<file path="config.mk">
export PLATFORM = sky130hd
export DESIGN_NAME = sc_microsequencer_flat
export DESIGN_NICKNAME = d
export VERILOG_FILES = /design/src/rtl/sc_microsequencer_pkg.sv /design/src/rtl/sc_microsequencer_if.sv /design/src/rtl/sc_microsequencer_rom.sv /design/src/rtl/sc_microsequencer.sv /design/src/flat_wrapper.sv
export SDC_FILE = /design/constraint.sdc
export NUM_CORES = 1
export LEC_CHECK = 0
export BUFFER_PORTS_ARGS = -buffer_cell sky130_fd_sc_hd__buf_2
export CAP_MARGIN = 10
export CORE_ASPECT_RATIO = 1.2
export CORE_MARGIN = 4
export CORE_UTILIZATION = 46
export CTS_BUF_LIST = sky130_fd_sc_hd__clkbuf_8
export DETAILED_ROUTE_END_ITERATION = 12
export PLACE_DENSITY_LB_ADDON = 0.08
export SYNTH_ARGS = -nofsm -noshare
export SYNTH_HDL_FRONTEND = slang
export SYNTH_SLANG_ARGS = --single-unit
</file>
<file path="constraint.sdc">
create_clock -name SC_MICROSEQUENCER_CLOCK_50 -period 2.25 [get_ports SC_MICROSEQUENCER_CLOCK_50]
set_clock_uncertainty 0.15 [all_clocks]
set_input_delay 0.3375 -clock SC_MICROSEQUENCER_CLOCK_50 [delete_from_list [all_inputs] [get_ports SC_MICROSEQUENCER_CLOCK_50]]
set_output_delay 0.3375 -clock SC_MICROSEQUENCER_CLOCK_50 [all_outputs]
set_load 0.03 [all_outputs]
</file>
<file path="src/rtl/sc_microsequencer_pkg.sv">
// Shared types, constants and the default micro-program image for sc_microsequencer.
package sc_microsequencer_pkg;

  localparam int unsigned DATAWIDTH_DECODER_SELECTION = 6;
  localparam int unsigned DATAWIDTH_MUX_SELECTION     = 6;
  localparam int unsigned DATAWIDTH_ALU_SELECTION     = 4;
  localparam int unsigned DATAWIDTH_UPC               = 5;
  localparam int unsigned ROM_DEPTH                   = 1 << DATAWIDTH_UPC;

  localparam logic [DATAWIDTH_DECODER_SELECTION-1:0] DATA_DECODER_NOWRITE = 6'd63;

  typedef enum logic [1:0] {StIdle, StFetch, StExec, StDone} state_e;

  localparam logic [2:0] COND_NEXT = 3'd0;
  localparam logic [2:0] COND_JUMP = 3'd1;
  localparam logic [2:0] COND_BZ   = 3'd2;
  localparam logic [2:0] COND_BN   = 3'd3;
  localparam logic [2:0] COND_BC   = 3'd4;
  localparam logic [2:0] COND_BV   = 3'd5;
  localparam logic [2:0] COND_BNZ  = 3'd6;
  localparam logic [2:0] COND_HALT = 3'd7;

  // Field layout, MSB first: wr[31:26] bus_a[25:20] bus_b[19:14] alu[13:10]
  // shload_n[9] shsel_n[8] cond[7:5] target[4:0].
  typedef struct packed {
    logic [DATAWIDTH_DECODER_SELECTION-1:0] wr;
    logic [DATAWIDTH_MUX_SELECTION-1:0]     bus_a;
    logic [DATAWIDTH_MUX_SELECTION-1:0]     bus_b;
    logic [DATAWIDTH_ALU_SELECTION-1:0]     alu;
    logic                                   shload_n;
    logic                                   shsel_n;
    logic [2:0]                             cond;
    logic [DATAWIDTH_UPC-1:0]               target;
  } uinstr_t;

  typedef logic [ROM_DEPTH-1:0][31:0] rom_image_t;

  function automatic rom_image_t build_rom_image();
    rom_image_t img;
    for (int i = 0; i < ROM_DEPTH; i++) begin
      img[i] = {DATA_DECODER_NOWRITE, 6'd0, 6'd0, 4'd0, 1'b1, 1'b1, COND_HALT, 5'd0};
    end
    img[0] = {6'd5, 6'd2, 6'd3, 4'd4, 1'b1, 1'b1, COND_HALT, 5'd0};
    return img;
  endfunction

  localparam rom_image_t ROM_IMAGE = build_rom_image();

endpackage

</file>
<file path="src/rtl/sc_microsequencer_if.sv">
// Control/status bundle between the microsequencer (master) and the datapath side (slave).
// Optional SC_MICROSEQUENCER_SINGLESTEP_EN adds the Step input.
interface sc_microsequencer_if;
  import sc_microsequencer_pkg::*;

  logic                                   SC_MICROSEQUENCER_Start_InHigh;
  logic                                   SC_MICROSEQUENCER_Overflow_InLow;
  logic                                   SC_MICROSEQUENCER_Carry_InLow;
  logic                                   SC_MICROSEQUENCER_Negative_InLow;
  logic                                   SC_MICROSEQUENCER_Zero_InLow;
`ifdef SC_MICROSEQUENCER_SINGLESTEP_EN
  logic                                   SC_MICROSEQUENCER_Step_InHigh;
`endif
  logic [DATAWIDTH_DECODER_SELECTION-1:0] SC_MICROSEQUENCER_DecoderSelectionWrite_Out;
  logic [DATAWIDTH_MUX_SELECTION-1:0]     SC_MICROSEQUENCER_MUXSelectionBUSA_Out;
  logic [DATAWIDTH_MUX_SELECTION-1:0]     SC_MICROSEQUENCER_MUXSelectionBUSB_Out;
  logic [DATAWIDTH_ALU_SELECTION-1:0]     SC_MICROSEQUENCER_ALUSelection_Out;
  logic                                   SC_MICROSEQUENCER_RegSHIFTERLoad_OutLow;
  logic                                   SC_MICROSEQUENCER_RegSHIFTERShiftSelection_OutLow;
  logic                                   SC_MICROSEQUENCER_Busy_OutHigh;
  logic                                   SC_MICROSEQUENCER_Done_OutHigh;
  logic [DATAWIDTH_UPC-1:0]               SC_MICROSEQUENCER_uPC_Out;

  modport master (
    input  SC_MICROSEQUENCER_Start_InHigh,
    input  SC_MICROSEQUENCER_Overflow_InLow,
    input  SC_MICROSEQUENCER_Carry_InLow,
    input  SC_MICROSEQUENCER_Negative_InLow,
    input  SC_MICROSEQUENCER_Zero_InLow,
`ifdef SC_MICROSEQUENCER_SINGLESTEP_EN
    input  SC_MICROSEQUENCER_Step_InHigh,
`endif
    output SC_MICROSEQUENCER_DecoderSelectionWrite_Out,
    output SC_MICROSEQUENCER_MUXSelectionBUSA_Out,
    output SC_MICROSEQUENCER_MUXSelectionBUSB_Out,
    output SC_MICROSEQUENCER_ALUSelection_Out,
    output SC_MICROSEQUENCER_RegSHIFTERLoad_OutLow,
    output SC_MICROSEQUENCER_RegSHIFTERShiftSelection_OutLow,
    output SC_MICROSEQUENCER_Busy_OutHigh,
    output SC_MICROSEQUENCER_Done_OutHigh,
    output SC_MICROSEQUENCER_uPC_Out
  );

  modport slave (
    output SC_MICROSEQUENCER_Start_InHigh,
    output SC_MICROSEQUENCER_Overflow_InLow,
    output SC_MICROSEQUENCER_Carry_InLow,
    output SC_MICROSEQUENCER_Negative_InLow,
    output SC_MICROSEQUENCER_Zero_InLow,
`ifdef SC_MICROSEQUENCER_SINGLESTEP_EN
    output SC_MICROSEQUENCER_Step_InHigh,
`endif
    input  SC_MICROSEQUENCER_DecoderSelectionWrite_Out,
    input  SC_MICROSEQUENCER_MUXSelectionBUSA_Out,
    input  SC_MICROSEQUENCER_MUXSelectionBUSB_Out,
    input  SC_MICROSEQUENCER_ALUSelection_Out,
    input  SC_MICROSEQUENCER_RegSHIFTERLoad_OutLow,
    input  SC_MICROSEQUENCER_RegSHIFTERShiftSelection_OutLow,
    input  SC_MICROSEQUENCER_Busy_OutHigh,
    input  SC_MICROSEQUENCER_Done_OutHigh,
    input  SC_MICROSEQUENCER_uPC_Out
  );

endinterface

</file>
<file path="src/rtl/sc_microsequencer_rom.sv">
// Combinational 32-word micro-instruction store, contents fixed at elaboration.
module sc_microsequencer_rom
  import sc_microsequencer_pkg::*;
#(
  parameter rom_image_t RomImage = ROM_IMAGE
) (
  input  logic [DATAWIDTH_UPC-1:0] addr_i,
  output uinstr_t                  data_o
);

  assign data_o = uinstr_t'(RomImage[addr_i]);

endmodule

</file>
<file path="src/rtl/sc_microsequencer.sv">
// Microprogrammed controller for uDataPath: FETCH/EXEC per micro-instruction, flag branches.
// SC_MICROSEQUENCER_SINGLESTEP_EN gates FETCH->EXEC on the Step input.
module sc_microsequencer
  import sc_microsequencer_pkg::*;
#(
  parameter rom_image_t RomImage = ROM_IMAGE
) (
  input  logic                SC_MICROSEQUENCER_CLOCK_50,
  input  logic                SC_MICROSEQUENCER_Reset_InHigh,
  sc_microsequencer_if.master bus
);

  state_e                   state_q, state_d;
  logic [DATAWIDTH_UPC-1:0] upc_q, upc_d;
  uinstr_t                  ir_q, ir_d;
  uinstr_t                  rom_data;
  logic                     taken;
  logic                     fetch_go;

  sc_microsequencer_rom #(
    .RomImage(RomImage)
  ) u_rom (
    .addr_i(upc_q),
    .data_o(rom_data)
  );

`ifdef SC_MICROSEQUENCER_SINGLESTEP_EN
  assign fetch_go = bus.SC_MICROSEQUENCER_Step_InHigh;
`else
  assign fetch_go = 1'b1;
`endif

  // Flags are active-low; the branch sees the flags of its own EXEC cycle.
  always_comb begin
    taken = 1'b0;
    case (ir_q.cond)
      COND_JUMP: taken = 1'b1;
      COND_BZ:   taken = ~bus.SC_MICROSEQUENCER_Zero_InLow;
      COND_BN:   taken = ~bus.SC_MICROSEQUENCER_Negative_InLow;
      COND_BC:   taken = ~bus.SC_MICROSEQUENCER_Carry_InLow;
      COND_BV:   taken = ~bus.SC_MICROSEQUENCER_Overflow_InLow;
      COND_BNZ:  taken = bus.SC_MICROSEQUENCER_Zero_InLow;
      default:   taken = 1'b0;
    endcase
  end

  always_comb begin
    state_d = state_q;
    upc_d   = upc_q;
    ir_d    = ir_q;
    unique case (state_q)
      StIdle: begin
        if (bus.SC_MICROSEQUENCER_Start_InHigh) begin
          state_d = StFetch;
          upc_d   = '0;
        end
      end
      StFetch: begin
        ir_d = rom_data;
        if (fetch_go) state_d = StExec;
      end
      StExec: begin
        if (ir_q.cond == COND_HALT) begin
          state_d = StDone;
        end else begin
          state_d = StFetch;
          upc_d   = taken ? ir_q.target : upc_q + 5'd1;
        end
      end
      StDone: state_d = StIdle;
      default: state_d = StIdle;
    endcase
  end

  always_ff @(posedge SC_MICROSEQUENCER_CLOCK_50) begin
    if (SC_MICROSEQUENCER_Reset_InHigh) begin
      state_q <= StIdle;
      upc_q   <= '0;
      ir_q    <= '0;
    end else begin
      state_q <= state_d;
      upc_q   <= upc_d;
      ir_q    <= ir_d;
    end
  end

  always_comb begin
    bus.SC_MICROSEQUENCER_DecoderSelectionWrite_Out       = DATA_DECODER_NOWRITE;
    bus.SC_MICROSEQUENCER_MUXSelectionBUSA_Out            = '0;
    bus.SC_MICROSEQUENCER_MUXSelectionBUSB_Out            = '0;
    bus.SC_MICROSEQUENCER_ALUSelection_Out                = '0;
    bus.SC_MICROSEQUENCER_RegSHIFTERLoad_OutLow           = 1'b1;
    bus.SC_MICROSEQUENCER_RegSHIFTERShiftSelection_OutLow = 1'b1;
    if (state_q == StExec) begin
      bus.SC_MICROSEQUENCER_DecoderSelectionWrite_Out       = ir_q.wr;
      bus.SC_MICROSEQUENCER_MUXSelectionBUSA_Out            = ir_q.bus_a;
      bus.SC_MICROSEQUENCER_MUXSelectionBUSB_Out            = ir_q.bus_b;
      bus.SC_MICROSEQUENCER_ALUSelection_Out                = ir_q.alu;
      bus.SC_MICROSEQUENCER_RegSHIFTERLoad_OutLow           = ir_q.shload_n;
      bus.SC_MICROSEQUENCER_RegSHIFTERShiftSelection_OutLow = ir_q.shsel_n;
    end
    bus.SC_MICROSEQUENCER_Busy_OutHigh = (state_q == StFetch) || (state_q == StExec);
    bus.SC_MICROSEQUENCER_Done_OutHigh = (state_q == StDone);
    bus.SC_MICROSEQUENCER_uPC_Out      = upc_q;
  end

endmodule

</file>
<file path="src/flat_wrapper.sv">
// flat-port wrapper written by rule: the top's interface ports become plain ports
module sc_microsequencer_flat import sc_microsequencer_pkg::*;
#(
  parameter rom_image_t RomImage = ROM_IMAGE
)
  (SC_MICROSEQUENCER_CLOCK_50, SC_MICROSEQUENCER_Reset_InHigh, bus_SC_MICROSEQUENCER_Start_InHigh, bus_SC_MICROSEQUENCER_Overflow_InLow, bus_SC_MICROSEQUENCER_Carry_InLow, bus_SC_MICROSEQUENCER_Negative_InLow, bus_SC_MICROSEQUENCER_Zero_InLow, bus_SC_MICROSEQUENCER_DecoderSelectionWrite_Out, bus_SC_MICROSEQUENCER_MUXSelectionBUSA_Out, bus_SC_MICROSEQUENCER_MUXSelectionBUSB_Out, bus_SC_MICROSEQUENCER_ALUSelection_Out, bus_SC_MICROSEQUENCER_RegSHIFTERLoad_OutLow, bus_SC_MICROSEQUENCER_RegSHIFTERShiftSelection_OutLow, bus_SC_MICROSEQUENCER_Busy_OutHigh, bus_SC_MICROSEQUENCER_Done_OutHigh, bus_SC_MICROSEQUENCER_uPC_Out);
  sc_microsequencer_if bus_i ();
  input  logic SC_MICROSEQUENCER_CLOCK_50;
  input  logic SC_MICROSEQUENCER_Reset_InHigh;
  input wire logic [$bits(bus_i.SC_MICROSEQUENCER_Start_InHigh)-1:0] bus_SC_MICROSEQUENCER_Start_InHigh;
  input wire logic [$bits(bus_i.SC_MICROSEQUENCER_Overflow_InLow)-1:0] bus_SC_MICROSEQUENCER_Overflow_InLow;
  input wire logic [$bits(bus_i.SC_MICROSEQUENCER_Carry_InLow)-1:0] bus_SC_MICROSEQUENCER_Carry_InLow;
  input wire logic [$bits(bus_i.SC_MICROSEQUENCER_Negative_InLow)-1:0] bus_SC_MICROSEQUENCER_Negative_InLow;
  input wire logic [$bits(bus_i.SC_MICROSEQUENCER_Zero_InLow)-1:0] bus_SC_MICROSEQUENCER_Zero_InLow;
  output wire logic [$bits(bus_i.SC_MICROSEQUENCER_DecoderSelectionWrite_Out)-1:0] bus_SC_MICROSEQUENCER_DecoderSelectionWrite_Out;
  output wire logic [$bits(bus_i.SC_MICROSEQUENCER_MUXSelectionBUSA_Out)-1:0] bus_SC_MICROSEQUENCER_MUXSelectionBUSA_Out;
  output wire logic [$bits(bus_i.SC_MICROSEQUENCER_MUXSelectionBUSB_Out)-1:0] bus_SC_MICROSEQUENCER_MUXSelectionBUSB_Out;
  output wire logic [$bits(bus_i.SC_MICROSEQUENCER_ALUSelection_Out)-1:0] bus_SC_MICROSEQUENCER_ALUSelection_Out;
  output wire logic [$bits(bus_i.SC_MICROSEQUENCER_RegSHIFTERLoad_OutLow)-1:0] bus_SC_MICROSEQUENCER_RegSHIFTERLoad_OutLow;
  output wire logic [$bits(bus_i.SC_MICROSEQUENCER_RegSHIFTERShiftSelection_OutLow)-1:0] bus_SC_MICROSEQUENCER_RegSHIFTERShiftSelection_OutLow;
  output wire logic [$bits(bus_i.SC_MICROSEQUENCER_Busy_OutHigh)-1:0] bus_SC_MICROSEQUENCER_Busy_OutHigh;
  output wire logic [$bits(bus_i.SC_MICROSEQUENCER_Done_OutHigh)-1:0] bus_SC_MICROSEQUENCER_Done_OutHigh;
  output wire logic [$bits(bus_i.SC_MICROSEQUENCER_uPC_Out)-1:0] bus_SC_MICROSEQUENCER_uPC_Out;
  assign bus_i.SC_MICROSEQUENCER_Start_InHigh = bus_SC_MICROSEQUENCER_Start_InHigh;
  assign bus_i.SC_MICROSEQUENCER_Overflow_InLow = bus_SC_MICROSEQUENCER_Overflow_InLow;
  assign bus_i.SC_MICROSEQUENCER_Carry_InLow = bus_SC_MICROSEQUENCER_Carry_InLow;
  assign bus_i.SC_MICROSEQUENCER_Negative_InLow = bus_SC_MICROSEQUENCER_Negative_InLow;
  assign bus_i.SC_MICROSEQUENCER_Zero_InLow = bus_SC_MICROSEQUENCER_Zero_InLow;
  assign bus_SC_MICROSEQUENCER_DecoderSelectionWrite_Out = bus_i.SC_MICROSEQUENCER_DecoderSelectionWrite_Out;
  assign bus_SC_MICROSEQUENCER_MUXSelectionBUSA_Out = bus_i.SC_MICROSEQUENCER_MUXSelectionBUSA_Out;
  assign bus_SC_MICROSEQUENCER_MUXSelectionBUSB_Out = bus_i.SC_MICROSEQUENCER_MUXSelectionBUSB_Out;
  assign bus_SC_MICROSEQUENCER_ALUSelection_Out = bus_i.SC_MICROSEQUENCER_ALUSelection_Out;
  assign bus_SC_MICROSEQUENCER_RegSHIFTERLoad_OutLow = bus_i.SC_MICROSEQUENCER_RegSHIFTERLoad_OutLow;
  assign bus_SC_MICROSEQUENCER_RegSHIFTERShiftSelection_OutLow = bus_i.SC_MICROSEQUENCER_RegSHIFTERShiftSelection_OutLow;
  assign bus_SC_MICROSEQUENCER_Busy_OutHigh = bus_i.SC_MICROSEQUENCER_Busy_OutHigh;
  assign bus_SC_MICROSEQUENCER_Done_OutHigh = bus_i.SC_MICROSEQUENCER_Done_OutHigh;
  assign bus_SC_MICROSEQUENCER_uPC_Out = bus_i.SC_MICROSEQUENCER_uPC_Out;
  sc_microsequencer #(.RomImage(RomImage)) u_core (.SC_MICROSEQUENCER_CLOCK_50(SC_MICROSEQUENCER_CLOCK_50), .SC_MICROSEQUENCER_Reset_InHigh(SC_MICROSEQUENCER_Reset_InHigh), .bus(bus_i));
endmodule
</file>
**Word level (Yosys, flattened, before mapping)**

Memories as Yosys holds them, arrays and structs flattened. A register that Yosys moved wholly into a read port is not among the register bits.
Index checks and enable logic that the tools add are counted.

- Register bits: 7
- Memory bits (read-only): 1,024
- Output and inout bits: 31
- Logic and storage cells: 38
- Memories: 1

Memories:

| name | depth | width | read ports | clocked after memory_dff | write ports | RTL line | source |
|---|---|---|---|---|---|---|---|
| (no name shown) | 32 | 32 | 1 | 1 | 0 | sc_microsequencer_rom.sv:11 | `assign data_o = uinstr_t'(RomImage[addr_i]);` |

- $add $sub $neg: 1
- Eq/ne operators: 12
- Multiplexer cells: 14
- Bitwise gates (word level): 4
- Reduce and logical (&&, ||, !) cells: 4

Operators by type and width:

| operator | number |
|---|---|
| $mux W6 | 3 |
| $mux W5 | 3 |
| $eq A3 B3 Y1 const B | 4 |
| $pmux W5 S2 | 1 |
| $pmux W2 S4 | 1 |
| $eq A3 B2 Y1 const B | 2 |
| $pmux W1 S6 | 1 |
| $add A5 B1 Y5 const B | 1 |
| $eq A2 B2 Y1 const B | 2 |
| $mux W2 | 2 |
| $mux W4 | 1 |
| $ne A2 B2 Y1 const B | 2 |
| $not A1 Y1 | 4 |
| $eq A3 B1 Y1 const B | 1 |
| $reduce_and A3 Y1 | 1 |
| $eq A2 B1 Y1 const B | 1 |
| $logic_not A2 Y1 | 1 |
| $mux W1 | 2 |
| $reduce_bool A2 Y1 | 1 |
| $logic_or A1 B1 Y1 | 1 |

**Depth between registers and ports, before layout**

- Depth in word-level cells: 5
- Depth in mapped cells: 6

**By module**

A second synthesis with hierarchy kept.

- Cells, all modules: 247
- Area, all modules: 2,199.6 µm²

By module, submodules not included:

| module | times used | cells each | area an instance (µm²) | seq. area each (µm²) |
|---|---|---|---|---|
| sc_microsequencer | 1 | 211 | 1,943.1 | 780.7 |
| sc_microsequencer_rom | 1 | 36 | 256.5 | 0.0 |

**Worst setup path after synthesis**

Ideal clock, no wire load.

- Path type: reg-to-output
- Start: register u_core.state_q[0]
- End: output port bus_SC_MICROSEQUENCER_MUXSelectionBUSA_Out[1]
- Data arrival time: 1,228 ps
- Required time: 1,762 ps
- Slack: 535 ps
- Stages on the path, launching flop included: 5
- Path buffers: 1
- Cells stage by stage: dfxtp_1 > inv_1 > ha_1 > and2_1 > buf_4

- Word-level cells in the longest chain between the ends: 2

Ends and longest elaborated chain:

| item | RTL line | source |
|---|---|---|
| start: declaration | sc_microsequencer.sv:13 | `state_e state_q, state_d;` |
| start signal: assignment | sc_microsequencer.sv:77 | `state_q <= StIdle;` |
| start signal: assignment | sc_microsequencer.sv:81 | `state_q <= state_d;` |
| $eq A2 B2 Y1 | sc_microsequencer.sv:94 | `if (state_q == StExec) begin` |
| $mux W6 | sc_microsequencer.sv:94 |  |
| end: declaration | flat_wrapper.sv:16 | `output wire logic [$bits(bus_i.SC_MICROSEQUENCER_MUXSelectionBUSA_Out)-1:0] bus_SC_MICROSEQUENCER_MUXSelection ...` |

Every way passes these cells.

**Worst setup path after layout**

- Start: register u_core.state_q[0]
- End: output port bus_SC_MICROSEQUENCER_MUXSelectionBUSB_Out[0]

- Word-level cells in the longest chain between the ends: 2

Ends and longest elaborated chain:

| item | RTL line | source |
|---|---|---|
| $eq A2 B2 Y1 | sc_microsequencer.sv:94 |  |
| $mux W6 | sc_microsequencer.sv:94 |  |
| end: declaration | flat_wrapper.sv:17 | `output wire logic [$bits(bus_i.SC_MICROSEQUENCER_MUXSelectionBUSB_Out)-1:0] bus_SC_MICROSEQUENCER_MUXSelection ...` |

Every way passes these cells.

==> metrics.md <==
| Metric | Value |
|---|---|
| Outcome | `completed` |
| Synth top area share | `26.8%` |
| Via total after detailed routing | `552` |
| Final Max Slew Viols | `0` |
| Yosys warning count | `0` |
| Synth top area cells | `dfxtp_1 (27%), buf_4 (21%), ha_1 (13%)` |
| Starting density of the core | `50.4%` |
| Dpl hpwl | `977 microns` |
| Synthesized flop and latch total | `10` |
| Fillers | `148` |
| Layout cells sized above 1 | `26.2%` |
| First-pass GRT wire length | `1860 microns` |
| Starting DRT DRC Count | `8` |
| Multi-input gate area | `412 sq um` |
| Buffers on Ports | `21` |
| Synth cell types | `25` |
| Max_cap viols | `0` |
| RSZ-0062 raised after global routing | `false` |
| Synth Cell Area | `747 sq um` |
| Critical path class | `flip-flop to primary output` |
| CP max-delay cell | `dfxtp_1` |
| Synth Area per Inst | `8.39 sq um` |
| Remaining DRCs | `0` |
| CTS sink cnt | `10` |
| Storage cell area | `200 sq um` |
| Final hold vios | `0` |
| Chip Height | `52.1 microns` |
| Area delta synth->final | `8.21%` |
| Vias in the first global route | `441` |
| Worst EP required | `1.76 ns` |
| Core Region | `0.00148 sq mm` |
| Via-to-Cell Ratio | `4.60` |
| P per Cell Area | `807 mW/mm^2` |
| WHS Path Cells | `2` |
| Final WL | `1200 microns` |
| Core Rows | `15` |
| Setup Viol. Count Final | `0` |
| Wire per inst | `9.96 microns` |
| Arr. time, crit path | `1.34 ns` |
| Antenna Violating Nets Remaining | `0` |
| Commonest non-fill, non-tap cell in the layout | `buf_2` |
| Setup TNS | `0 ns` |
| CTS HTree Levels | `1` |
| Clock Tree Buf Depth | `2` |
| Cells along the critical path | `inv_1 > ha_1 > and2_1 > buf_2` |
| Setup crit start kind | `flip-flop` |
| 1st-pass router iterations | `4` |
| Clock latency on the worst-skew pair | `0.24 ns` |
| Sequential area share after synthesis | `26.8%` |
| Largest fanout on the critical path | `6` |
| Nets | `119` |
| Post CTS Setup Buffer Count | `0` |
| Total CTS buffers | `3` |
| Peak supply drop | `0.000474 V` |
| Instance count on the critical path | `4` |
| Syn Inst Count | `89` |
| Antenna diode count | `0` |
| Fin cells | `120` |
| Die area | `0.00234 sq mm` |
| Minimum clock period | `1.83 ns` |
| Leak Pwr | `0.390 nW` |
| GR Overflow Total | `0` |
| Crit path max-delay family | `buffers and inverters` |
| Horiz. Die Dim | `44.8 microns` |
| GRT Util Overall | `10.8%` |
| Reg2Reg Depth | `6` |
| Commonest non-fill, non-tap cells in the layout | `buf_2 (21), conb_1 (12), dfxtp_1 (10)` |
| Delay of the slowest critical-path stage | `0.32 ns` |
| Highest clock rate | `547 MHz` |
| # placed instances | `116` |
| Crit end category | `primary output` |
| CTS tree | `done` |
| Hold-fix buffers, CTS | `0` |
| Routability Congestion | `0.732` |
| I/O pins | `38` |
| Clk slew on worst S/H paths | `0.05 ns` |
| CTS resizes | `0` |
| Pin count of the biggest net entering global routing | `10` |
| Initial antenna violation count | `0` |
| Worst path bufs/invs | `2` |
| Worst min-delay path class | `input port to flip-flop` |
| Tcrit/Tclk final | `81.2%` |
| Root Driver | `clkbuf_8` |
| Cell taking the most area after synthesis | `dfxtp_1` |
[flip-flops by register name (all words and copies together) (netlist names)]
name                                  count
u_core.state_q                            2
u_core.bus.SC_MICROSEQUENCER_uPC_Out      5
u_core.ir_q                               3
[logic make-up after synthesis]
logic type / Yosys count / synth area share, %
adder cells (fa/ha/maj): 8 / 13.4
other: 1 / 0.502
buffers and inverters: 26 / 23.6
AO/OA/AOI/OAI: 12 / 10.7
multiplexers: 1 / 2.01
flip-flops: 10 / 26.8
XOR/XNOR: 3 / 3.52
AND/OR/NAND/NOR: 28 / 19.4
[cells in the mapped netlist]
cell type / n
buf_4: 21
dfxtp_1: 10
nor2_1: 9
ha_1: 8
inv_1: 4
nand2_1: 4
nand2b_1: 4
and2_1: 3
o21ai_0: 3
xor2_1: 3
a21oi_1: 2
nand3_1: 2
nand4_1: 2
nor3_1: 2
o21bai_1: 2
a211oi_1: 1
a21boi_0: 1
a22oi_1: 1
a311oi_1: 1
clkbuf_1: 1
conb_1: 1
mux2_4: 1
nor2b_1: 1
nor2b_4: 1
o31a_1: 1
[metal layers]
metal | part of all wire (%) | GRT usage, %
met1 | 43 | 13.3
met2 | 47 | 16.7
met3 | 11 | 3.11
met4 | 0 | 5.85
met5 | 0 | 0
[power by group]
group	switching, W	internal [W]
Clock	0.0000789	0.000155
Sequential	0.0000164	0.000194
Combinational	0.000143	0.0000662
Total	0.000238	0.000415
[per-stage QoR]
stage                     hold WS (ns)  total power, W  setup WS (ns)  utilization (%)  cell area (sq um)
after detailed placement         0.316        0.000425          0.576             50.8                753
after floorplan                  0.295        0.000418          0.535                -                788
final                            0.226        0.000653          0.424             54.5                808
after global placement           0.307        0.000422          0.598             50.8                753
after global routing             0.245        0.000688          0.324             54.5                808
after CTS                        0.224        0.000658          0.397             54.5                808
[path summary, 6_finish.rpt]
path                                                      from                                       endpoint  slack, ns
worst max-delay path                         u_core.state_q[0]  bus_SC_MICROSEQUENCER_MUXSelectionBUSB_Out[0]       0.42
worst min-delay path            SC_MICROSEQUENCER_Reset_InHigh                                u_core.ir_q[21]       0.23
worst max register to register               u_core.state_q[0]        u_core.bus.SC_MICROSEQUENCER_uPC_Out[4]       0.60
worst min register to register                 u_core.ir_q[21]                                u_core.ir_q[21]       0.32
[area by class of cell]
cell class,count,share of cell area [%]
flip-flops and latches,10,24.8
well taps,17,2.63
repair buffers,21,13.0
inverters,4,1.86
clock buffers,4,6.81
multi-input cells,64,50.9
No activity file was read; power rests on OpenSTA's default activity.
